[src/rtl/bis_pkg.sv]
// rtl/bis_pkg.sv - shared state type and mask helpers for bit_index_sequencer
package bis_pkg;

  typedef enum logic {IDLE = 1'b0, EMIT = 1'b1} state_t;

  // Callers zero-extend their mask to this width before calling the helper.
  localparam int MAX_WIDTH = 64;

  function automatic logic popcount_le2(input logic [MAX_WIDTH-1:0] m);
    int c;
    c = 0;
    for (int i = 0; i < MAX_WIDTH; i++) begin
      c += int'(m[i]);
    end
    return (c <= 2);
  endfunction

endpackage

[src/rtl/pair_index_finder.sv]
// rtl/pair_index_finder.sv - combinational finder for the two lowest set bits of a mask
module pair_index_finder #(
  parameter int WIDTH = 16,
  localparam int IDXW = $clog2(WIDTH)
) (
  input  logic [WIDTH-1:0] mask,
  output logic [IDXW-1:0]  idx0,
  output logic             v0,
  output logic [IDXW-1:0]  idx1,
  output logic             v1,
  output logic [WIDTH-1:0] clr_mask
);

  always_comb begin
    idx0 = '0;
    v0   = 1'b0;
    idx1 = '0;
    v1   = 1'b0;
    for (int i = 0; i < WIDTH; i++) begin
      if (mask[i]) begin
        if (!v0) begin
          v0   = 1'b1;
          idx0 = IDXW'(i);
        end else if (!v1) begin
          v1   = 1'b1;
          idx1 = IDXW'(i);
        end
      end
    end
  end

  always_comb begin
    clr_mask = mask;
    if (v0) clr_mask[idx0] = 1'b0;
    if (v1) clr_mask[idx1] = 1'b0;
  end

endmodule

[src/rtl/bit_index_sequencer.sv]
// rtl/bit_index_sequencer.sv - streams set-bit indices of a word, two per beat, lowest first
module bit_index_sequencer
  import bis_pkg::*;
#(
  parameter int WIDTH = 16,
  localparam int IDXW = $clog2(WIDTH)
) (
  input  logic             clk,
  input  logic             rst,
  input  logic             in_valid,
  output logic             in_ready,
  input  logic [WIDTH-1:0] in_word,
  output logic             out_valid,
  input  logic             out_ready,
  output logic [IDXW-1:0]  out_idx0,
  output logic [IDXW-1:0]  out_idx1,
  output logic             out_v0,
  output logic             out_v1,
  output logic             out_last,
  output logic [IDXW-1:0]  out_beat
);

  state_t           r_state;
  state_t           w_state_next;
  logic [WIDTH-1:0] r_mask;
  logic [IDXW-1:0]  r_beat;

  logic [IDXW-1:0]  w_idx0;
  logic [IDXW-1:0]  w_idx1;
  logic             w_v0;
  logic             w_v1;
  logic [WIDTH-1:0] w_clr_mask;
  logic             w_last;
  logic             w_in_fire;
  logic             w_out_fire;

  pair_index_finder #(.WIDTH(WIDTH)) u_finder (
    .mask     (r_mask),
    .idx0     (w_idx0),
    .v0       (w_v0),
    .idx1     (w_idx1),
    .v1       (w_v1),
    .clr_mask (w_clr_mask)
  );

  assign w_last     = popcount_le2(MAX_WIDTH'(r_mask));
  assign w_in_fire  = in_valid && in_ready;
  assign w_out_fire = out_valid && out_ready;

  always_ff @(posedge clk) begin
    if (rst) r_state <= IDLE;
    else     r_state <= w_state_next;
  end

  always_comb begin
    w_state_next = r_state;
    case (r_state)
      IDLE: if (in_valid) w_state_next = EMIT;
      EMIT: if (out_ready && w_last) w_state_next = in_valid ? EMIT : IDLE;
      default: w_state_next = IDLE;
    endcase
  end

  // Outputs are gated by rst as well so nothing leaks while reset is held.
  always_comb begin
    in_ready  = 1'b0;
    out_valid = 1'b0;
    out_idx0  = '0;
    out_idx1  = '0;
    out_v0    = 1'b0;
    out_v1    = 1'b0;
    out_last  = 1'b0;
    out_beat  = '0;
    if (!rst) begin
      case (r_state)
        IDLE: in_ready = 1'b1;
        EMIT: begin
          out_valid = 1'b1;
          out_idx0  = w_idx0;
          out_idx1  = w_idx1;
          out_v0    = w_v0;
          out_v1    = w_v1;
          out_last  = w_last;
          out_beat  = r_beat;
          in_ready  = out_ready && w_last;
        end
        default: ;
      endcase
    end
  end

  always_ff @(posedge clk) begin
    if (rst) begin
      r_mask <= '0;
      r_beat <= '0;
    end else if (w_in_fire) begin
      r_mask <= in_word;
      r_beat <= '0;
    end else if (w_out_fire && !w_last) begin
      r_mask <= w_clr_mask;
      r_beat <= r_beat + IDXW'(1);
    end
  end

endmodule

[config.mk]
export PLATFORM = sky130hd
export DESIGN_NAME = bit_index_sequencer
export DESIGN_NICKNAME = d
export VERILOG_FILES = /design/src/rtl/bis_pkg.sv /design/src/rtl/pair_index_finder.sv /design/src/rtl/bit_index_sequencer.sv
export SDC_FILE = /design/constraint.sdc
export NUM_CORES = 1
export LEC_CHECK = 0
export CORE_MARGIN = 5
export CORE_UTILIZATION = 31
export DETAILED_ROUTE_END_ITERATION = 10
export SETUP_SLACK_MARGIN = 0.05
export SLEW_MARGIN = 20
export SYNTH_ARGS = -nofsm -noshare
export SYNTH_HDL_FRONTEND = slang
export SYNTH_SLANG_ARGS = --single-unit
export TNS_END_PERCENT = 1
[constraint.sdc]
create_clock -name clk -period 5.4 [get_ports clk]
set_input_delay 1.08 -clock clk [delete_from_list [all_inputs] [get_ports clk]]
set_output_delay 1.08 -clock clk [all_outputs]
set_load 0.05 [all_outputs]
# ---- Yosys cells after proc, flatten, opt, wreduce, memory -nomap -nowiden
# Index checks and enable logic that the tools add are counted.
dict set report classes {
  addsub 16
  n_lt_le_gt_ge 5
  n_mux 147
  n_bitwise 5
  n_reduce_logical 9
}
# cell n
set ops {}
lappend ops {{4-bit 2-to-1 mux} 78}
lappend ops {{16-bit 2-to-1 mux} 4}
lappend ops {{1-bit 2-to-1 mux} 61}
lappend ops {{16-bit bitwise AND} 2}
lappend ops {{16-bit inverter} 2}
lappend ops {{15-bit by 1-bit adder with 16-bit output} 1}
lappend ops {{16-bit by 2-bit <= comparator with 1-bit output (second input constant)} 1}
lappend ops {{14-bit by 1-bit adder with 15-bit output} 1}
lappend ops {{13-bit by 1-bit adder with 14-bit output} 1}
lappend ops {{12-bit by 1-bit adder with 13-bit output} 1}
lappend ops {{11-bit by 1-bit adder with 12-bit output} 1}
lappend ops {{10-bit by 1-bit adder with 11-bit output} 1}
lappend ops {{9-bit by 1-bit adder with 10-bit output} 1}
lappend ops {{4-bit by 5-bit less-than comparator with 1-bit output (second input constant)} 2}
lappend ops {{8-bit by 1-bit adder with 9-bit output} 1}
lappend ops {{7-bit by 1-bit adder with 8-bit output} 1}
lappend ops {{1-bit demux with 4-bit select} 2}
lappend ops {{4-bit by 1-bit greater-or-equal comparator with 1-bit output (second input constant)} 2}
lappend ops {{6-bit by 1-bit adder with 7-bit output} 1}
lappend ops {{5-bit by 1-bit adder with 6-bit output} 1}
lappend ops {{1-bit logical AND} 6}
lappend ops {{4-bit by 1-bit adder with 5-bit output} 1}
lappend ops {{3-bit by 1-bit adder with 4-bit output} 1}
lappend ops {{4-bit by 1-bit adder with 4-bit output (second input constant)} 1}
lappend ops {{7 further kinds} 8}
dict set report totals {
  regBits 21
  in_bits 20
  out_inout_bits 17
  wordCells 185
}

# ---- Logic depth before layout (Yosys ltp)
# Gate-level depths: netlist of run 1.
dict set report logic_depth {
  word_depth 54
  ltp_mapped 19
  mapped_depth_nobuf 18
}

# ---- By module
# From an unflattened synthesis of run 1, not the netlist that was laid out.
dict set report unflattened {
  hier_cells 399
  area_unflattened_um2 3040.4
}
# module instances cells_each area_per_inst_um2 seq_area_each_um2
set by_module_without_submodules {}
lappend by_module_without_submodules {bit_index_sequencer 1 186 1612.8 420.4}
lappend by_module_without_submodules {pair_index_finder 1 213 1427.6 0.0}

# ---- Worst setup path after synthesis of run 1
# Ideal clock, no wire load.
dict set report synth_timing {
  kind {register to output}
  from {register r_mask[11]}
  to {output in_ready}
  arrival_time_ps 4155
  required_ps 4320
  slack_ps 165
  stages_incl_launch_ff 14
  n_path_buf 0
  path_cell_list {dfxtp_1 fa_1 inv_1 fa_1 inv_1 fa_1 inv_1 fa_1 inv_1 ha_1 fa_1 a211oi_1 a31oi_1 nor2_1}
}
dict set report synth_between {
  elab_chain_cells 9
}
# element line_no
set synth_rtl {}
lappend synth_rtl {{start, declared} bit_index_sequencer.sv:25} ;# logic [WIDTH-1:0] r_mask;
lappend synth_rtl {{start signal, assigned} bit_index_sequencer.sv:97} ;# r_mask <= in_word;
lappend synth_rtl {{start signal, assigned} bit_index_sequencer.sv:100} ;# r_mask <= w_clr_mask;
lappend synth_rtl {{11-bit by 1-bit adder with 12-bit output} bis_pkg.sv:13} ;# c += int'(m[i]);
lappend synth_rtl {{12-bit by 1-bit adder with 13-bit output} bis_pkg.sv:13}
lappend synth_rtl {{13-bit by 1-bit adder with 14-bit output} bis_pkg.sv:13}
lappend synth_rtl {{14-bit by 1-bit adder with 15-bit output} bis_pkg.sv:13}
lappend synth_rtl {{15-bit by 1-bit adder with 16-bit output} bis_pkg.sv:13}
lappend synth_rtl {{16-bit by 2-bit <= comparator with 1-bit output} bis_pkg.sv:15} ;# return (c <= 2);
lappend synth_rtl {{1-bit logical AND} bit_index_sequencer.sv:85} ;# in_ready = out_ready && w_last;
lappend synth_rtl {{1-bit case mux with 2 select lines} bit_index_sequencer.sv:75} ;# case (r_state)
lappend synth_rtl {{1-bit 2-to-1 mux} bit_index_sequencer.sv:74} ;# if (!rst) begin
lappend synth_rtl {{end, declared} bit_index_sequencer.sv:11} ;# output logic in_ready,
# Every way passes these cells.

# ---- Worst setup path after layout of run 1
dict set report layout_timing {
  from {register r_mask[0]}
  to {output in_ready}
}
dict set report layout_between {
  elab_chain_cells 19
}
# element line_no
set layout_rtl {}
lappend layout_rtl {{1-bit by 1-bit adder with 2-bit output} bis_pkg.sv:13}
lappend layout_rtl {{2-bit by 1-bit adder with 3-bit output} bis_pkg.sv:13}
lappend layout_rtl {{3-bit by 1-bit adder with 4-bit output} bis_pkg.sv:13}
lappend layout_rtl {{4-bit by 1-bit adder with 5-bit output} bis_pkg.sv:13}
lappend layout_rtl {{5-bit by 1-bit adder with 6-bit output} bis_pkg.sv:13}
lappend layout_rtl {{6-bit by 1-bit adder with 7-bit output} bis_pkg.sv:13}
lappend layout_rtl {{7-bit by 1-bit adder with 8-bit output} bis_pkg.sv:13}
lappend layout_rtl {{8-bit by 1-bit adder with 9-bit output} bis_pkg.sv:13}
lappend layout_rtl {{(+3 left out)} -}
lappend layout_rtl {{12-bit by 1-bit adder with 13-bit output} bis_pkg.sv:13}
lappend layout_rtl {{13-bit by 1-bit adder with 14-bit output} bis_pkg.sv:13}
lappend layout_rtl {{14-bit by 1-bit adder with 15-bit output} bis_pkg.sv:13}
lappend layout_rtl {{15-bit by 1-bit adder with 16-bit output} bis_pkg.sv:13}
lappend layout_rtl {{16-bit by 2-bit <= comparator with 1-bit output} bis_pkg.sv:15}
lappend layout_rtl {{1-bit logical AND} bit_index_sequencer.sv:85}
lappend layout_rtl {{1-bit case mux with 2 select lines} bit_index_sequencer.sv:75}
lappend layout_rtl {{1-bit 2-to-1 mux} bit_index_sequencer.sv:74}
# Every way passes these cells.

==> results.txt, run 1 <==
The pin count of the biggest net entering global routing is 25. The cell type with the highest occurrence count on the critical path is fa_1. The CTS tree is yes. The biggest fanout along the worst timing path is 5. In this run the critical register-to-register path is captured at r_mask[0]. The number of nets in the synthesized netlist came out at 421. The kind of end point of the critical path is an output port. The fraction of the yosys area taken by sequential cells came out at 0.1512. The average routed wire per standard cell is 17.65 um. The core footprint is 0.008721 mm^2. The flow ran to the end, and the final reports show no timing, DRC or antenna violations. The number of cells on the worst reg-to-reg path is 16. The number of logic stages on the critical path including buffering came out at 12. For this run, design rule violations remaining after detail routing come to 0. The number of standard-cell rows in the floorplan is 34. In the routed layout, each cell is associated on average with a via count of 5.799.

The last weighted congestion value of the routability-driven placer came out at 0.8201. Synthesis inferred 21 register bits. The maximum level of the CTS H-tree came out at 1.

In this run the worst setup path terminates at in_ready. The aggregate global-route resource usage came out at 0.1616. The worst supply voltage drop on vdd came out at 0.1763 mV. The clock sink count is 21. The number of setup violations in the final report is 0.

The upper clock frequency limit came out at 187.3 MHz. The signal on the critical path passes through fa_1 > fa_1 > fa_1 > inv_1 > fa_1 > inv_1 > ha_1 > fa_1 > a211oi_2 > a31oi_1 > nor2_2 > buf_12. Clock-pin slew was measured on the worst setup and hold paths at 0.09 ns.

The initial antenna violation count is 0. Measured against its own limit, the worst slew margin works out to 0.4967. The number of fillers in the final layout is 922. The final standard cell count with taps included and fillers excluded came out at 517. Dividing the final minimum period by the clock period gives 0.9887. Summed over all layers, the global routing overflow is 0.

STA puts the critical path data required time at 4.32 ns. The die is 104.7 um wide. The area overhead of the layout relative to synthesis is 21.20%. The kind of cell adding the most delay to the critical path is adder cells. The fraction of layout cells with a size suffix above 1 came out at 0.1174.

The number of search-and-repair iterations in the first detailed-routing pass came out at 5. The number of nets at the end of the flow is 451. The number of diodes came out at 0.

The final-report hold violation count was 0. The worst min-delay path class is flop to flop. The distinct cell type count after synthesis came out at 76.

The quantity of hold-fixing buffers added after cts is 0. The most critical setup path has its startpoint at r_mask[0]. The via count is 2998.

The die area is 0.01096 mm^2. In this run the static leakage power is 1.290 nW. For this run, the leading register cell type out of synthesis is dfxtp_1. The final number of max-transition violations is 0.

For the worst-skew pair, the clock arrives at the later sink with an insertion delay of 0.27 ns. Data on the critical path arrives at its endpoint at 4.26 ns. The transition time at the pin with the least slew margin is 0.7454 ns. For this run, the number of Yosys warnings is 0.

The antenna violation net count after detailed routing is 0. The share of the core filled with cells is 0.3864. The mapped cell area is 0.002780 mm^2.

The effective utilization at floorplan came out at 0.3188. The number of buffers on the longest clock path came out at 2. The worst setup path is launched from a flop. Setup repair after global routing could not meet its margin everywhere. The post-synthesis instance total is 380.

The die extent in y is 104.7 um. The tree is rooted in a clkbuf_8. The first global-routing pass estimated 14900 um of wire. Detailed placement finished with a half-perimeter wire length of 6840 um. The worst reg2reg path startpoint is r_mask[0]. The wire length after detailed routing came out at 9126 um. The register-to-register setup slack is 0.48 ns.

The number of enable-type register cells in the synthesized netlist came out at 0. The number of buffers added by the clock tree synthesis step came out at 3. The power density normalized to cell area is 241.7 mW/mm^2. The via count of the first global-routing pass came out at 2916. On the final layout, the worst clock skew is 0.009859 ns. On the critical path, the stage with the largest delay is an instance of fa_1. The fraction of synthesis flops using an asynchronous set or reset pin is 0. The mean area per synthesized cell is 7.316 um^2. The number of maximum-capacitance violations is 0. The number of buffers and inverters on the critical path is 3. The top-level I/O count is 37. The largest stage delay on the critical path came out at 0.57 ns. After detailed placement, the design holds a cell count of 512. The startpoint-to-endpoint class of the critical path is flop to output port.

Counting I/O delays and the setup requirement, the final critical path takes 5.339 ns. On the final layout, the worst hold slack is 0.5676 ns. The quantity of I/O buffers inserted on ports is 36. The DRC marker count from the first detailed-route iteration came out at 229.
==> report_power, final <==
group	total (mW)	internal [mW]	switching, mW
combinational	0.524	0.194	0.330
clock	0.110	0.0527	0.0571
sequential	0.180	0.165	0.0152
==> worst min path at each step <==
stage,from,to,slack [ns],cells past startpoint
finish,r_beat[3],r_beat[3],0.57,2
global route,r_mask[1],r_mask[1],0.59,2
CTS,r_beat[3],r_beat[3],0.57,2
detailed placement,r_beat[3],r_beat[3],0.55,2
global placement,r_beat[3],r_beat[3],0.55,2
floorplan,r_beat[3],r_beat[3],0.52,2
==> Yosys cell counts (all sizes together), types with 3 or more instances <==
cell    instances  area share
a211oi          7       0.021
a21oi          30       0.055
a221oi          3      0.0095
a22oi           3      0.0081
a31oi          11       0.025
and2            9       0.020
buf             8       0.017
clkbuf         21       0.028
dfxtp          21        0.15
fa             10       0.072
ha             11       0.050
inv            27       0.036
maj3            5       0.018
nand2          38       0.052
nand2b          9       0.023
nand3          15       0.027
nand4           4      0.0090
nor2           34       0.046
nor2b           3      0.0068
nor3           13       0.025
nor3b           6       0.024
nor4            4       0.017
o211ai          3      0.0081
o21ai          15       0.027
o21bai          3      0.0081
o221ai          5       0.016
o22ai           5       0.011
o31ai           9       0.029
or3             5       0.011
==> registers in the layout, indices dropped and copies added (netlist names) <==
register,flops
r_mask,16
r_state,1
r_beat,4
==> worst min-delay path: stages, from the launching register on <==
cell     delay, ns
dfxtp_1       0.32
xor2_1        0.15
nor3_1        0.05
==> logic make-up (layout without fill, tap and decap cells) <==
group | after synthesis | in the layout | share of synthesized area
and+or+nand+nor | 155 | 155 | 0.3033
buffers and inverters | 56 | 85 | 0.08146
DFF | 21 | 21 | 0.1512
xor gates and xnor gates | 3 | 3 | 0.009453
muxes | 1 | 1 | 0.003601
adders and majority gates | 26 | 26 | 0.1400
AOI/OAI and AO/OA | 118 | 118 | 0.3110
==> cell usage in the layout, fill, tap and decap left out, drive strengths merged, types with 4 or more instances in the layout <==
cell / count
nand3: 15
ha: 11
inv: 27
nor2: 34
o221ai: 5
nand2b: 9
clkdlybuf4s50: 34
clkbuf: 4
a211oi: 7
nand4: 4
o21ai: 15
nor4: 4
nor3b: 6
buf: 20
a21oi: 30
fa: 10
and2: 9
o31ai: 9
maj3: 5
o22ai: 5
dfxtp: 21
nand2: 38
or3: 5
nor3: 13
a31oi: 11
==> metal layers <==
layer | vias up | GRT usage | part of all wire
li1 | 1454 | - | -
met1 | 1422 | 0.2297 | 0.46
met2 | 110 | 0.2647 | 0.47
met3 | 12 | 0.01850 | 0.052
met4 | 0 | 0.03288 | 0.012
met5 | - | 0 | 0
==> per-stage QoR <==
step,area (um^2),setup TNS (ns),power (mW),worst slack [ns]
after floorplan,2780,0,0.5395,0.1648
after global placement,3303,0,0.6835,0.2924
after detailed placement,3303,0,0.6847,0.2665
after CTS,3357,0,0.8034,0.1143
after global routing,3369,-0.06519,0.8733,-0.06519
final,3369,0,0.8143,0.06109
==> layout make-up <==
type	count	area (um^2)	share of cell area
clock buffer	4	45.04	0.01337
inverter	27	101.3	0.03008
multi-input combinational	303	2148	0.6376
sequential	21	424.2	0.1259
tap	108	135.1	0.04010
timing repair buffer	54	515.5	0.1530
==> what timing repair did <==
| item | CTS | global route |
|---|---|---|
| buffers inserted | 0 | 1 |
| pin swaps | 0 | 3 |
| gates resized for setup | 3 | 3 |
| endpoints found under the setup margin | 2 | 2 |
No activity file was read; power rests on OpenSTA's default activity.
==> inputs of run 2 (changes only) <==
- SETUP_SLACK_MARGIN: 0.05 -> default
==> run 2 against run 1 <==
  * Worst hold slack hardly changed
  * Largest power group unchanged
  * Critical endpoint unchanged
  * Combinational power rose by 1%
  * Final area is 0.15% higher
==> results.txt, run 2 (synthesis gave the netlist of run 1 again) <==
The run finished with clean final reports. The signal arrival time at the worst endpoint came out at 4.25 ns. The quantity of hold-fixing buffers added after cts is 0. Final hold analysis gives a worst-case slack of 0.5676 ns.

The clock skew after layout is 0.007531 ns. The total negative slack is 0 ns. The worst supply voltage drop on vdd came out at 0.1778 mV.

The leakage dissipation came out at 1.291 nW. The floorplan step defined a die boundary enclosing 0.01096 mm^2. The initial utilization of the core area, before any placement, comes to 0.3188. The clock network latency to the later pin of the worst-skew pair is 0.27 ns. The quantity of I/O buffers inserted on ports is 36. The capturing point of the worst reg2reg path is r_mask[0]. The fraction of layout cells with a size suffix above 1 is 0.1174.

The number of buffers on the longest clock path is 2. The initial antenna violation count came out at 0. The last weighted congestion value of the routability-driven placer is 0.8201. The final number of max-transition violations is 0. The final period utilization is 0.9876. The proportion of power drawn by flip-flops and latches came out at 0.220. The register-to-register setup slack is 0.47 ns.

The internal cell power came out at 0.4126 mW. TritonCTS built the clock tree. The element type at the critical path start is a flop. The min-delay analysis places its worst path in the category flop to flop. Dividing the detail-routed wire length by the instance count gives 17.75 um. The clock share of power is 0.133. The via count of the first global-routing pass was 2927. Measured on the finished design, the core utilization comes to 0.3869. Clock-pin slew was measured on the worst setup and hold paths at 0.09 ns.

In the layout the commonest cells are 37 x nand2_1, 34 x clkdlybuf4s50_1, 32 x nor2_1. At the pin with the least slew margin, the transition time is 0.7249 ns. The first global-routing pass estimated 14860 um of wire. Of all nets on the critical path, the largest fanout is 5. In the final layout, the registers with the most flip-flops are r_mask: 16 flops, r_beat: 4 flops, r_state: 1 flops.

The die extent in y came out at 104.7 um. The final standard cell count with taps included and fillers excluded came out at 517. The worst reg2reg path startpoint is r_mask[0]. The tree is rooted in a clkbuf_8. The pin count of the biggest net entering global routing is 25. Across every metal layer, demand over resource in global routing totals 0.1612.

The number of standard-cell rows in the floorplan came out at 34. The post-route standard cell area excluding fillers is 0.003374 mm^2. Including well taps, the total number of placed cells is 512. The detailed-route DRC error count is 0. Before antenna repair, the detailed router went through 6 iterations. The normalized max-slew margin is 0.5106.

The required time reported for the critical path endpoint came out at 4.32 ns. The detailed-route vias per instance is 5.855. After detailed placement, the total cell area comes to 0.003303 mm^2. The number of buffers added by the clock tree synthesis step came out at 3. 37 I/O pins were placed. The critical path ends at in_ready. The logic depth of the worst register-to-register path is 16. Wires add up to 9177 um. The total area inside the core boundary comes to 0.008721 mm^2. Subtracting the final worst setup slack from the clock period gives 5.333 ns.

The area overhead of the layout relative to synthesis came out at 21.38%. The library cell used most frequently in the layout, excluding fill and tap cells, is nand2_1. The clock sink count is 21. The final-report hold violation count came out at 0. The upper clock frequency limit came out at 187.5 MHz. STA classifies the critical path endpoint as an output port. The register with the most flip-flops in the layout has 16 of them. The maximum level of the CTS H-tree is 1. The number of setup violations in the final report came out at 0.

At the end of the flow, the number of nets in the layout was 451. The antenna violation net count after detailed routing came out at 0. Summed over all nets, the switching power comes to 0.4052 mW. Dividing total power by cell area gives a power density of 242.3 mW/mm^2. The via count is 3027. Ranked by flip-flop count, first place goes to r_mask.

The startpoint-to-endpoint class of the critical path is flop to output port. The die boundary width came out at 104.7 um. The proportion of total power due to net switching is 0.4954. The DRC marker count from the first detailed-route iteration is 290. Setup repair after global routing could not meet its margin everywhere.

The share of total power dissipated in combinational logic is 0.647. The number of diodes came out at 0. The half-perimeter wire length of the detailed placement result is 6840 um. The startpoint of the most critical setup path is r_mask[0]. The number of maximum-capacitance violations came out at 0. The total congestion overflow after global routing is 0.
[run 2: area by class of cell]
class / count / area (um^2)
fillers: 919 / 5346
multi-input cells: 303 / 2155
repair buffers: 54 / 515.5
flip-flops and latches: 21 / 422.9
well taps: 108 / 135.1
inverters: 27 / 101.3
clock buffers: 4 / 45.04
[run 2: per-stage QoR]
step / setup WS [ns] / power [mW]
floorplan: 0.1648 / 0.5395
global placement: 0.2924 / 0.6835
CTS: 0.02970 / 0.7972
finish: 0.06671 / 0.8178
detailed placement: 0.2665 / 0.6847
global route: -0.06689 / 0.8757
[run 2: repair_timing]
item	CTS	global route
buffers inserted	0	1
gates resized for setup	2	4
pin swaps	0	1
endpoints found under the setup margin	1	2
[run 2: power groups by stage]
stage          registers [mW]  logic, mW  clock network (mW)
5_1_grt                 0.182      0.577               0.117
4_1_cts                 0.180      0.507               0.111
2_1_floorplan           0.180      0.360                   0
6_report                0.180      0.529               0.109
3_5_place_dp            0.183      0.501                   0
3_3_place_gp            0.183      0.501                   0
[run 2: worst min path at each step]
stage | startpoint | endpoint | slack (ns) | depth (start not counted)
after floorplan | r_beat[3] | r_beat[3] | 0.52 | 2
after global placement | r_beat[3] | r_beat[3] | 0.55 | 2
after detailed placement | r_beat[3] | r_beat[3] | 0.55 | 2
after CTS | r_beat[3] | r_beat[3] | 0.57 | 2
after global routing | r_mask[1] | r_mask[1] | 0.59 | 2
final | r_beat[3] | r_beat[3] | 0.57 | 2
[run 2: critical path, cell delays in order, from the launching register on]
cell and delay, ns:
dfxtp_2 0.36, fa_1 0.57, fa_1 0.46, fa_1 0.52, inv_1 0.05, fa_1 0.48
inv_1 0.05, ha_1 0.19, fa_1 0.46, a211oi_2 0.29, a31oi_2 0.17, nor2_2 0.21
buf_12 0.16
[run 2: per-layer routing]
| metal | global-route usage | wire length (um) | up-vias |
|---|---|---|---|
| li1 | - | - | 1449 |
| met1 | 0.2271 | 4128 | 1436 |
| met2 | 0.2665 | 4410 | 130 |
| met3 | 0.01850 | 519 | 12 |
| met4 | 0.03288 | 117 | 0 |
| met5 | 0 | 0 | - |
